$ cat src/rtl/hex_entry_pkg.sv
// Shared constants for the hex entry bank: button indices, segment codes
// and a small helper for the active-low 7-segment lookup.
package hex_entry_pkg;

   // Button bit positions inside btn_n / push vectors
   localparam int BTN_LEFT  = 0;
   localparam int BTN_RIGHT = 1;
   localparam int BTN_SET   = 2;

   // Active-low segment codes, bit order gfedcba
   localparam logic [6:0] SEG_BLANK = 7'h7F;
   localparam logic [6:0] SEG_ZERO  = 7'h40;

   // Hex digit -> active-low segments; index 0 is the rightmost entry
   localparam logic [15:0][6:0] SEG_LUT = {
      7'h0E, 7'h06, 7'h21, 7'h46,   // F E d C
      7'h03, 7'h08, 7'h10, 7'h00,   // b A 9 8
      7'h78, 7'h02, 7'h12, 7'h19,   // 7 6 5 4
      7'h30, 7'h24, 7'h79, 7'h40    // 3 2 1 0
   };

   // Cursor movement resolved from one cycle of button pushes
   typedef enum logic [1:0] {
      MOVE_NONE  = 2'd0,
      MOVE_LEFT  = 2'd1,
      MOVE_RIGHT = 2'd2
   } move_e;

   function automatic logic [6:0] hex_to_seg(input logic [3:0] hex);
      return SEG_LUT[hex];
   endfunction

endpackage

$ cat src/rtl/hex_entry_bank_seg7_decode.sv
// Combinational hex nibble to active-low 7-segment decoder (gfedcba).
module seg7_decode
   import hex_entry_pkg::*;
(
   input  logic [3:0] hex,
   output logic [6:0] seg_n
);

   // Pure table lookup, no state
   always_comb begin
      seg_n = hex_to_seg(hex);
   end

endmodule

$ cat src/rtl/hex_entry_bank.sv
// Keypad-style hex editor for NUM_REGS registers of DATA_W bits. Three
// buttons move a cursor and write nibbles; the core may load whole
// registers. The selected page is shown on DIGITS active-low displays
// with the cursor digit blinking.
module hex_entry_bank
   import hex_entry_pkg::*;
#(
   parameter int DATA_W   = 128,
   parameter int DIGITS   = 8,
   parameter int NUM_REGS = 2,
   parameter int BLINK_W  = 24,
   localparam int SEL_W     = (NUM_REGS > 1) ? $clog2(NUM_REGS) : 1,
   localparam int PAGES     = DATA_W / (4 * DIGITS),
   localparam int PAGE_W    = (PAGES > 1) ? $clog2(PAGES) : 1
)
(
   input  logic                         clk,
   input  logic                         reset,
   input  logic [2:0]                   btn_n,
   input  logic [3:0]                   nibble_in,
   input  logic [SEL_W-1:0]             reg_sel,
   input  logic [PAGE_W-1:0]            page,
   input  logic                         ld_valid,
   input  logic [SEL_W-1:0]             ld_sel,
   input  logic [DATA_W-1:0]            ld_data,
   output logic [NUM_REGS*DATA_W-1:0]   regs_out,
   output logic [7*DIGITS-1:0]          seg_n,
   output logic [DIGITS-1:0]            cursor_led,
   output logic                         wr_pulse
);

   localparam int CUR_W     = (DIGITS > 1) ? $clog2(DIGITS) : 1;
   localparam int NIB_W     = (DATA_W > 4) ? $clog2(DATA_W / 4) : 1;
   localparam int LSB_W     = NIB_W + 2;
   localparam int PAGE_BITS = 4 * DIGITS;

   // ---------------------------------------------------------------
   // State
   // ---------------------------------------------------------------
   logic [2:0]                        s1_q, s1_d;
   logic [2:0]                        s2_q, s2_d;
   logic [2:0]                        s3_q, s3_d;
   logic [1:0]                        vld_q, vld_d;
   logic [2:0]                        arm_q, arm_d;
   logic [CUR_W-1:0]                  cursor_q, cursor_d;
   logic [NUM_REGS-1:0][DATA_W-1:0]   regs_q, regs_d;
   logic [BLINK_W-1:0]                blink_q, blink_d;
   logic                              wr_pulse_q, wr_pulse_d;
   logic [DIGITS-1:0][6:0]            seg_n_q, seg_n_d;
   logic [DIGITS-1:0]                 cursor_led_q, cursor_led_d;

   // ---------------------------------------------------------------
   // Combinational helpers
   // ---------------------------------------------------------------
   logic [2:0]               push;
   move_e                    move;
   logic                     page_ok;
   logic                     reg_ok;
   logic                     ld_ok;
   logic                     set_ok;
   logic [NIB_W-1:0]         set_idx;
   logic [LSB_W-1:0]         set_lsb;
   logic [PAGE_W-1:0]        pg_idx;
   logic [LSB_W-1:0]         pg_lsb;
   logic [DATA_W-1:0]        sel_reg;
   logic [PAGE_BITS-1:0]     page_word;
   logic [DIGITS-1:0][6:0]   dec_seg;

   // Synchroniser chain, post-reset qualification and falling-edge detect.
   // vld_q marks when s2 holds a genuinely sampled level rather than the
   // reset value; a button only arms once it has been seen released, so a
   // press held through reset never fires.
   always_comb begin
      s1_d  = btn_n;
      s2_d  = s1_q;
      s3_d  = s2_q;
      vld_d = {vld_q[0], 1'b1};
      arm_d = arm_q | ({3{vld_q[1]}} & s2_q);
      push  = arm_q & s3_q & ~s2_q;
   end

   // Resolve cursor movement: set freezes the cursor, opposing moves cancel
   always_comb begin
      move = MOVE_NONE;
      if (!push[BTN_SET]) begin
         if (push[BTN_LEFT] && !push[BTN_RIGHT]) begin
            move = MOVE_LEFT;
         end else if (push[BTN_RIGHT] && !push[BTN_LEFT]) begin
            move = MOVE_RIGHT;
         end
      end
   end

   // Cursor counter, modulo DIGITS in both directions
   always_comb begin
      cursor_d = cursor_q;
      case (move)
         MOVE_LEFT: begin
            cursor_d = (cursor_q == CUR_W'(DIGITS - 1)) ? '0 : cursor_q + CUR_W'(1);
         end
         MOVE_RIGHT: begin
            cursor_d = (cursor_q == '0) ? CUR_W'(DIGITS - 1) : cursor_q - CUR_W'(1);
         end
         default: ;
      endcase
   end

   // Write arbitration: a load beats a set to the same register,
   // writes to different registers both land in the same cycle
   always_comb begin
      page_ok = (32'(page) < PAGES);
      reg_ok  = (32'(reg_sel) < NUM_REGS);
      ld_ok   = ld_valid && (32'(ld_sel) < NUM_REGS);
      set_ok  = push[BTN_SET] && page_ok && reg_ok;
      set_idx = NIB_W'(32'(page) * DIGITS + 32'(cursor_q));
      set_lsb = {set_idx, 2'b00};
      regs_d  = regs_q;
      for (int r = 0; r < NUM_REGS; r++) begin
         if (ld_ok && (ld_sel == SEL_W'(r))) begin
            regs_d[r] = ld_data;
         end else if (set_ok && (reg_sel == SEL_W'(r))) begin
            regs_d[r][set_lsb +: 4] = nibble_in;
         end
      end
      wr_pulse_d = ld_ok | set_ok;
   end

   // Free-running blink counter; its MSB is the blink phase
   always_comb begin
      blink_d = blink_q + BLINK_W'(1);
   end

   // Select the visible page of the edited register
   always_comb begin
      sel_reg   = reg_ok ? regs_q[reg_sel] : '0;
      pg_idx    = page_ok ? page : '0;
      pg_lsb    = LSB_W'(32'(pg_idx) * PAGE_BITS);
      page_word = sel_reg[pg_lsb +: PAGE_BITS];
   end

   // One decoder per displayed digit
   for (genvar d = 0; d < DIGITS; d++) begin : g_dec
      seg7_decode u_dec (
         .hex   (page_word[4*d +: 4]),
         .seg_n (dec_seg[d])
      );
   end

   // Display image: blank everything on a bad page, blank the cursor digit
   // during the high blink phase
   always_comb begin
      for (int d = 0; d < DIGITS; d++) begin
         if (!page_ok) begin
            seg_n_d[d] = SEG_BLANK;
         end else if (blink_q[BLINK_W-1] && (cursor_q == CUR_W'(d))) begin
            seg_n_d[d] = SEG_BLANK;
         end else begin
            seg_n_d[d] = dec_seg[d];
         end
      end
      cursor_led_d = DIGITS'(1) << cursor_q;
   end

   // All state flops with synchronous active-high reset
   always_ff @(posedge clk) begin
      if (reset) begin
         s1_q         <= 3'b111;
         s2_q         <= 3'b111;
         s3_q         <= 3'b111;
         vld_q        <= '0;
         arm_q        <= '0;
         cursor_q     <= '0;
         regs_q       <= '0;
         blink_q      <= '0;
         wr_pulse_q   <= 1'b0;
         seg_n_q      <= {DIGITS{SEG_ZERO}};
         cursor_led_q <= DIGITS'(1);
      end else begin
         s1_q         <= s1_d;
         s2_q         <= s2_d;
         s3_q         <= s3_d;
         vld_q        <= vld_d;
         arm_q        <= arm_d;
         cursor_q     <= cursor_d;
         regs_q       <= regs_d;
         blink_q      <= blink_d;
         wr_pulse_q   <= wr_pulse_d;
         seg_n_q      <= seg_n_d;
         cursor_led_q <= cursor_led_d;
      end
   end

   assign regs_out   = regs_q;
   assign seg_n      = seg_n_q;
   assign cursor_led = cursor_led_q;
   assign wr_pulse   = wr_pulse_q;

endmodule

$ cat config.mk
export PLATFORM = sky130hd
export DESIGN_NAME = hex_entry_bank
export DESIGN_NICKNAME = d
export VERILOG_FILES = /design/src/rtl/hex_entry_pkg.sv /design/src/rtl/hex_entry_bank_seg7_decode.sv /design/src/rtl/hex_entry_bank.sv
export SDC_FILE = /design/constraint.sdc
export NUM_CORES = 1
export LEC_CHECK = 0
export ABC_AREA = 1
export BUFFER_PORTS_ARGS = -buffer_cell sky130_fd_sc_hd__buf_4
export CORE_MARGIN = 1
export CORE_UTILIZATION = 36
export DETAILED_ROUTE_END_ITERATION = 12
export GPL_TIMING_DRIVEN = 1
export HOLD_SLACK_MARGIN = 0.06
export PLACE_DENSITY = 0.53
export SLEW_MARGIN = 0
export SYNTH_ARGS = -nofsm -noshare
export SYNTH_HDL_FRONTEND = slang
export SYNTH_HIERARCHICAL = 1
export SYNTH_SLANG_ARGS = --single-unit
export TNS_END_PERCENT = 1
$ cat constraint.sdc
create_clock -name clk -period 3.3 [get_ports clk]
set_input_delay 0.165 -clock clk [delete_from_list [all_inputs] [get_ports clk]]
set_output_delay 0.165 -clock clk [all_outputs]
set_load 0.01 [all_outputs]
==> reports/metrics.csv, run 1 <==
metric,value,unit
die_y,254,um
synthFlopType,dfxtp_1,
core,0.0630,mm2
syn_nets,4027,
grt_usage,0.323,
syn_inst,3817,
place_ws,420,ps
power,13900,uW
outcome,completed,
grt_start_max_net_pins,158,
area_delta_synth_final,32.6,%
nFillCells,6710,
yosysTopAreaCell,dfxtp_1,
min_from,ld_sel,
tns,0,ps
r2r_cells,11,
netlist.area_leader.share,0.316,
final_cell_mix,"nand2_1 (1117), buf_4 (541), nor2_1 (521), dfxtp_1 (362), inv_1 (356)",
worst_pin_slew,921,ps
start_util,0.364,
die_area,0.0647,mm2
routedWlPerCell,20.6,um
ir_worst_vdd,0.000345,V
rows,92,
numCtsBuffers,47,
cts-root-buf,clkbuf_16,
cp_data_required_time,3790,ps
min_period,3040,ps
ys_ff_latch,362,
critPathLaunch,cursor_q[1]$_SDFFE_PP0P_,
ys_types,35,
vias_per_cell,5.15,
power_density,458,mW/mm2
synth_area,0.0229,mm2
worstSetupPathType,reg -> reg,
wl,108,mm
clk_pin_slew,70,ps
min_delay_path_depth,5,
final_common_cell,nand2_1,
dp.final_hpwl,78.7,mm
drc_errors,0,
async_flop_share,0,
clockBufferDepth,3,
drt_iter0_drc,2510,
synth-edff-count,0,
hold_viol_final,0,
cts_setup_buffers,0,
drv_slew,0,
nNetsFinal,4534,
placed_area,0.0273,mm2
cap_viol_max_count,0,
final_area,0.0304,mm2
vias,26900,
clock_skew,25.9,ps
crit_fanout,16,
r2r_end,regs_out[143]$_SDFFE_PP0P_,
htreeDepth,2,
postRouteAntennaNets,0,
arrival,3530,ps
synth_area_leaders,"dfxtp_1 (32%), nand2_1 (18%), nor2_1 (8.6%)",
yosys_warnings,6,
ys_seq_area_frac,0.316,
slew_headroom,0.386,
cp-start-kind,register,
rsz0062_at_grt,false,
timing.rr.start,cursor_q[1]$_SDFFE_PP0P_,
finalCoreUtilization,0.483,
drive_above_1_share,0.168,
antenna_found_initial,5,
numPortBuffers,462,
cts_tree,yes,
cts-resized-gates,0,
post-route-period-util,0.921,
grt_pass1_wl,157,mm
first_global_vias,24600,
min_path_type,in -> reg,
fmax,329,MHz
synth_area_per_cell,6.01,um2
setup_viol,0,
leakage,0.0152,uW
overflow,0,
gp_congestion,0.962,
cts.sinks,362,
clock_latency,600,ps
r2r_setup_slack,260,ps
min_to,regs_out[105]$_SDFFE_PP0P_,
io_pins,463,
die_w,254,um
finalWorstSetupSlack,260,ps
end_kind,register,
dr.pass1.iters,6,
==> timing repair <==
action                                  4_1_cts  5_1_grt
hold buffers                                135        0
endpoints found under the hold margin       275        0
endpoints found under the setup margin        0        0
==> sequential cells by signal (all words and copies together), names as in the netlist <==
name / count
regs_out: 256
wr_pulse: 1
cursor_q: 3
seg_n: 56
vld_q: 2
cursor_led: 8
s3_q: 3
s1_q: 3
arm_q: 3
blink_q: 24
s2_q: 3
==> worst max-delay path: stages (launching register included) <==
cell           delay, ps
dfxtp_1              430
inv_1                150
ha_1                 330
nand3_4              250
nand2_4              210
nor2_2               380
nand3_1              300
nand3_1              150
nand2_1               60
nor2_1                80
nor2_1                40
dlygate4sd3_1        560
==> cells in the mapped netlist (all sizes together), types with 2 or more instances <==
master and n:
nand4 96, or3 2, a21oi 233, o22ai 3
or2 16, o21ai 297, nand3 338, buf 96
nand2 1132, dfxtp 362, nor2 547, nand3b 46
a31oi 35, nor3 11, inv 382, a221oi 6
ha 68, xnor2 3, clkbuf 133, clkinv 9
==> per-stage QoR <==
stage	cells	hold slack, ps
final	5211	90.0
after global routing	5211	103
after CTS	5207	60.0
after detailed placement	4986	354
after global placement	4986	355
after floorplan	3817	269
==> kinds of logic after synthesis <==
family	synth area share
fa+ha+maj	0.0371
xor+xnor	0.00186
simple gates	0.406
buf+inv	0.109
flops	0.316
compound gates	0.131
==> report_power, final <==
| group | leakage (uW) | internal, uW | switching, uW | total (uW) |
|---|---|---|---|---|
| Clock | 0.000858 | 3630 | 2170 | 5800 |
| Sequential | 0.00298 | 4670 | 244 | 4910 |
| Combinational | 0.0114 | 1240 | 1960 | 3200 |
==> layer usage <==
metal	wire length [um]	GRT usage	part of all wire	vias to the layer above
met2	48400	0.512	0.45	1143
met5	12	0	0.00011	-
met1	45600	0.424	0.42	12300
met4	5600	0.167	0.052	2
li1	-	-	-	13200
met3	7910	0.0482	0.074	208
==> worst max path at each step <==
stage,endpoint,depth (start not counted)
4_1_cts,regs_out[143]$_SDFFE_PP0P_,10
5_1_grt,regs_out[143]$_SDFFE_PP0P_,13
3_3_place_gp,seg_n[24]$_SDFF_PP0_,15
2_1_floorplan,regs_out[116]$_SDFFE_PP0P_,16
6_report,regs_out[143]$_SDFFE_PP0P_,11
3_5_place_dp,seg_n[24]$_SDFF_PP0_,15
==> area by class of cell <==
class / instances / area [um2] / area share
clock inverters: 19 / 300 / 0.00988
multi-input cells: 2835 / 13200 / 0.435
repair buffers: 687 / 5630 / 0.185
flip-flops and latches: 362 / 7250 / 0.238
inverters: 391 / 1490 / 0.0489
clock buffers: 67 / 1430 / 0.0472
diodes: 4 / 10.0 / 0.000329
well taps: 846 / 1060 / 0.0348
Power figures use the tool's default switching activity.
==> run 2, diff against run 1 <==
Settings changed: CELL_PAD_IN_SITES_DETAIL_PLACEMENT set to 1, CELL_PAD_IN_SITES_GLOBAL_PLACEMENT set to 1, GPL_ROUTABILITY_DRIVEN set to 0, PLACE_DENSITY 0.53 to 0.74.
==> run 2 against run 1 <==
Net effect: non-clock buffer count shrank 1; sequential power is essentially flat; power shrank 1.5%; design area shrank 0.30%; utilization shrank 0.15 points; worst hold slack lost 26 ps; fmax shrank 2.6%; sequential share of layout area grew 0.072 points; wire length grew 7.7%; global-route usage grew 2.7 points; first-iteration DRC count shrank 22%; critical endpoint is now regs_out[241]$_SDFFE_PP0P_; largest power group unchanged.
==> reports/metrics.csv, run 2 (synthesized netlist as in run 1, its figures left out) <==
metric,value,unit,change
grt_usage,0.350,,+0.0267
vias,28000,,+4.2%
numPortBuffers,462,,unchanged
hold_viol_final,0,,unchanged
final_area,0.0303,mm2,-0.30%
core,0.0630,mm2,unchanged
cts.sinks,362,,unchanged
drv_slew,0,,unchanged
min_to,wr_pulse$_SDFF_PP0_,,
placed_area,0.0273,mm2,about the same
vias_per_cell,5.37,,+4.2%
routedWlPerCell,22.2,um,+7.8%
clockBufferDepth,3,,unchanged
final_cell_mix,"nand2_1 (1117), buf_4 (538), nor2_1 (521), dfxtp_1 (362), inv_1 (356)",,
numCtsBuffers,48,,+2.1%
rows,92,,unchanged
rsz0062_at_grt,false,,
nNetsFinal,4534,,unchanged
cp_data_required_time,3840,ps,+50 ps
die_y,254,um,unchanged
start_util,0.364,,unchanged
grt_most_used_layer,met2,,
grt_pass1_wl,171,mm,+9.0%
clock_skew,27.7,ps,+1.73 ps
crit_fanout,11,,-5
timing.rr.start,cursor_q[1]$_SDFFE_PP0P_,,
slew_headroom,0.166,,-0.220
cap_viol_max_count,0,,unchanged
die_area,0.0647,mm2,unchanged
r2r_cells,13,,+2
drc_errors,0,,unchanged
outcome,completed,,
critPathLaunch,cursor_q[1]$_SDFFE_PP0P_,,
min_path_type,in -> reg,,
leakage,0.0152,uW,-0.35%
first_global_vias,27400,,+11%
drive_above_1_share,0.167,,-0.00141
power_density,452,mW/mm2,-1.2%
grtUsageMet1,0.438,,+0.0139
r2r_end,regs_out[241]$_SDFFE_PP0P_,,
area_delta_synth_final,32.2,%,
cpMaxStageDelayCell,dlygate4sd3_1,,
io_pins,463,,unchanged
final_common_cell,nand2_1,,
path_cells,"inv_1, ha_1, nor2_1, nand2_1, nor2_2, buf_4, nand2_1, nor2_4, nand3_1, nand2_1, dlygate4sd3_1, nor2_1, nor2_1",,
cts_tree,yes,,
grtUsageMet2,0.587,,+0.0756
cts-resized-gates,0,,unchanged
worstSetupPathType,reg -> reg,,
r2r_setup_slack,180,ps,-80 ps
htreeDepth,2,,unchanged
clock_latency,610,ps,about the same
finalCoreUtilization,0.481,,-0.00145
cts-root-buf,clkbuf_16,,
grtUsageMet3,0.0517,,+0.00357
arrival,3660,ps,+130 ps
ir_worst_vdd,0.000344,V,about the same
dp.final_hpwl,85.2,mm,+8.3%
end_kind,register,,
nFillCells,8446,,+26%
setup_viol,0,,unchanged
cp-start-kind,register,,
dr.pass1.iters,7,,+1
tns,0,ps,unchanged
wl,116,mm,+7.7%
die_w,254,um,unchanged
antenna_found_initial,7,,+2
largest_register_ff_count,256,,unchanged
drt_iter0_drc,1960,,-22%
min_period,3120,ps,+82.7 ps
post-route-period-util,0.946,,+0.0251
min_from,ld_valid,,
grt_start_max_net_pins,182,,+15%
worst_pin_slew,1250,ps,+325 ps
fmax,320,MHz,-2.6%
cpPeakStageDelay,540,ps,-20 ps
overflow,0,,unchanged
postRouteAntennaNets,0,,unchanged
min_delay_path_depth,3,,-2
clk_pin_slew,60,ps,about the same
-- run 2: cell count changes in the layout (fill, tap and decap cells not counted), sizes merged --
cell,previous run,this run
bufinv,8,5
diode,4,1
inv,381,383
buf,552,551
clkbuf,67,70
-- run 2: metal layers --
layer / share of wire / vias to the layer above / routed length, um
li1: - / 13200 / -
met1: 0.41 / 13500 / 47600
met2: 0.47 / 1046 / 54600
met3: 0.067 / 243 / 7720
met4: 0.050 / 12 / 5770
met5: 0.00061 / - / 71
-- run 2: metrics by stage --
stage	power, uW	std cells	setup slack [ps]	hold WS [ps]
floorplan	6640	3817	931	269
global placement	8000	4983	263	357
detailed placement	8050	4983	246	360
CTS	13700	5206	114	80.4
global route	14300	5209	51.2	120
finish	13700	5209	177	63.9
-- run 2: worst max-delay path by stage --
stage | end | slack (ps)
final | regs_out[241]$_SDFFE_PP0P_ | 180
after global routing | regs_out[241]$_SDFFE_PP0P_ | 50
after CTS | regs_out[241]$_SDFFE_PP0P_ | 110
after detailed placement | seg_n[28]$_SDFF_PP0_ | 250
after global placement | seg_n[35]$_SDFF_PP0_ | 260
after floorplan | regs_out[116]$_SDFFE_PP0P_ | 930
-- run 2: worst max-delay path, delay by kind of cell, from the launching register on --
kind,cells,cell delay [ps]
DFF,1,450
adders and majority gates,1,420
and+or+nand+nor,9,1220
buffers and inverters,3,940
-- run 2: repair_timing --
| item | CTS | global route |
|---|---|---|
| hold endpoints to repair | 279 | 0 |
| buffers inserted | 0 | 2 |
| setup endpoints to repair | 0 | 1 |
| hold buffers | 135 | 0 |
-- run 2: power by group --
group	internal [uW]	total [uW]	switching, uW
clock network	3340	5550	2220
registers	4670	4920	257
logic	1220	3230	2010
total	9220	13700	4480
-- run 2: final cells by class --
class	instances	area [um2]	area share
antenna	1	2.50	0.0000826
timing repair buffer	686	5650	0.186
clock inverter	18	228	0.00752
multi-input combinational	2835	13200	0.436
sequential	362	7250	0.239
clock buffer	70	1410	0.0464
inverter	391	1490	0.0491
tap	846	1060	0.0349
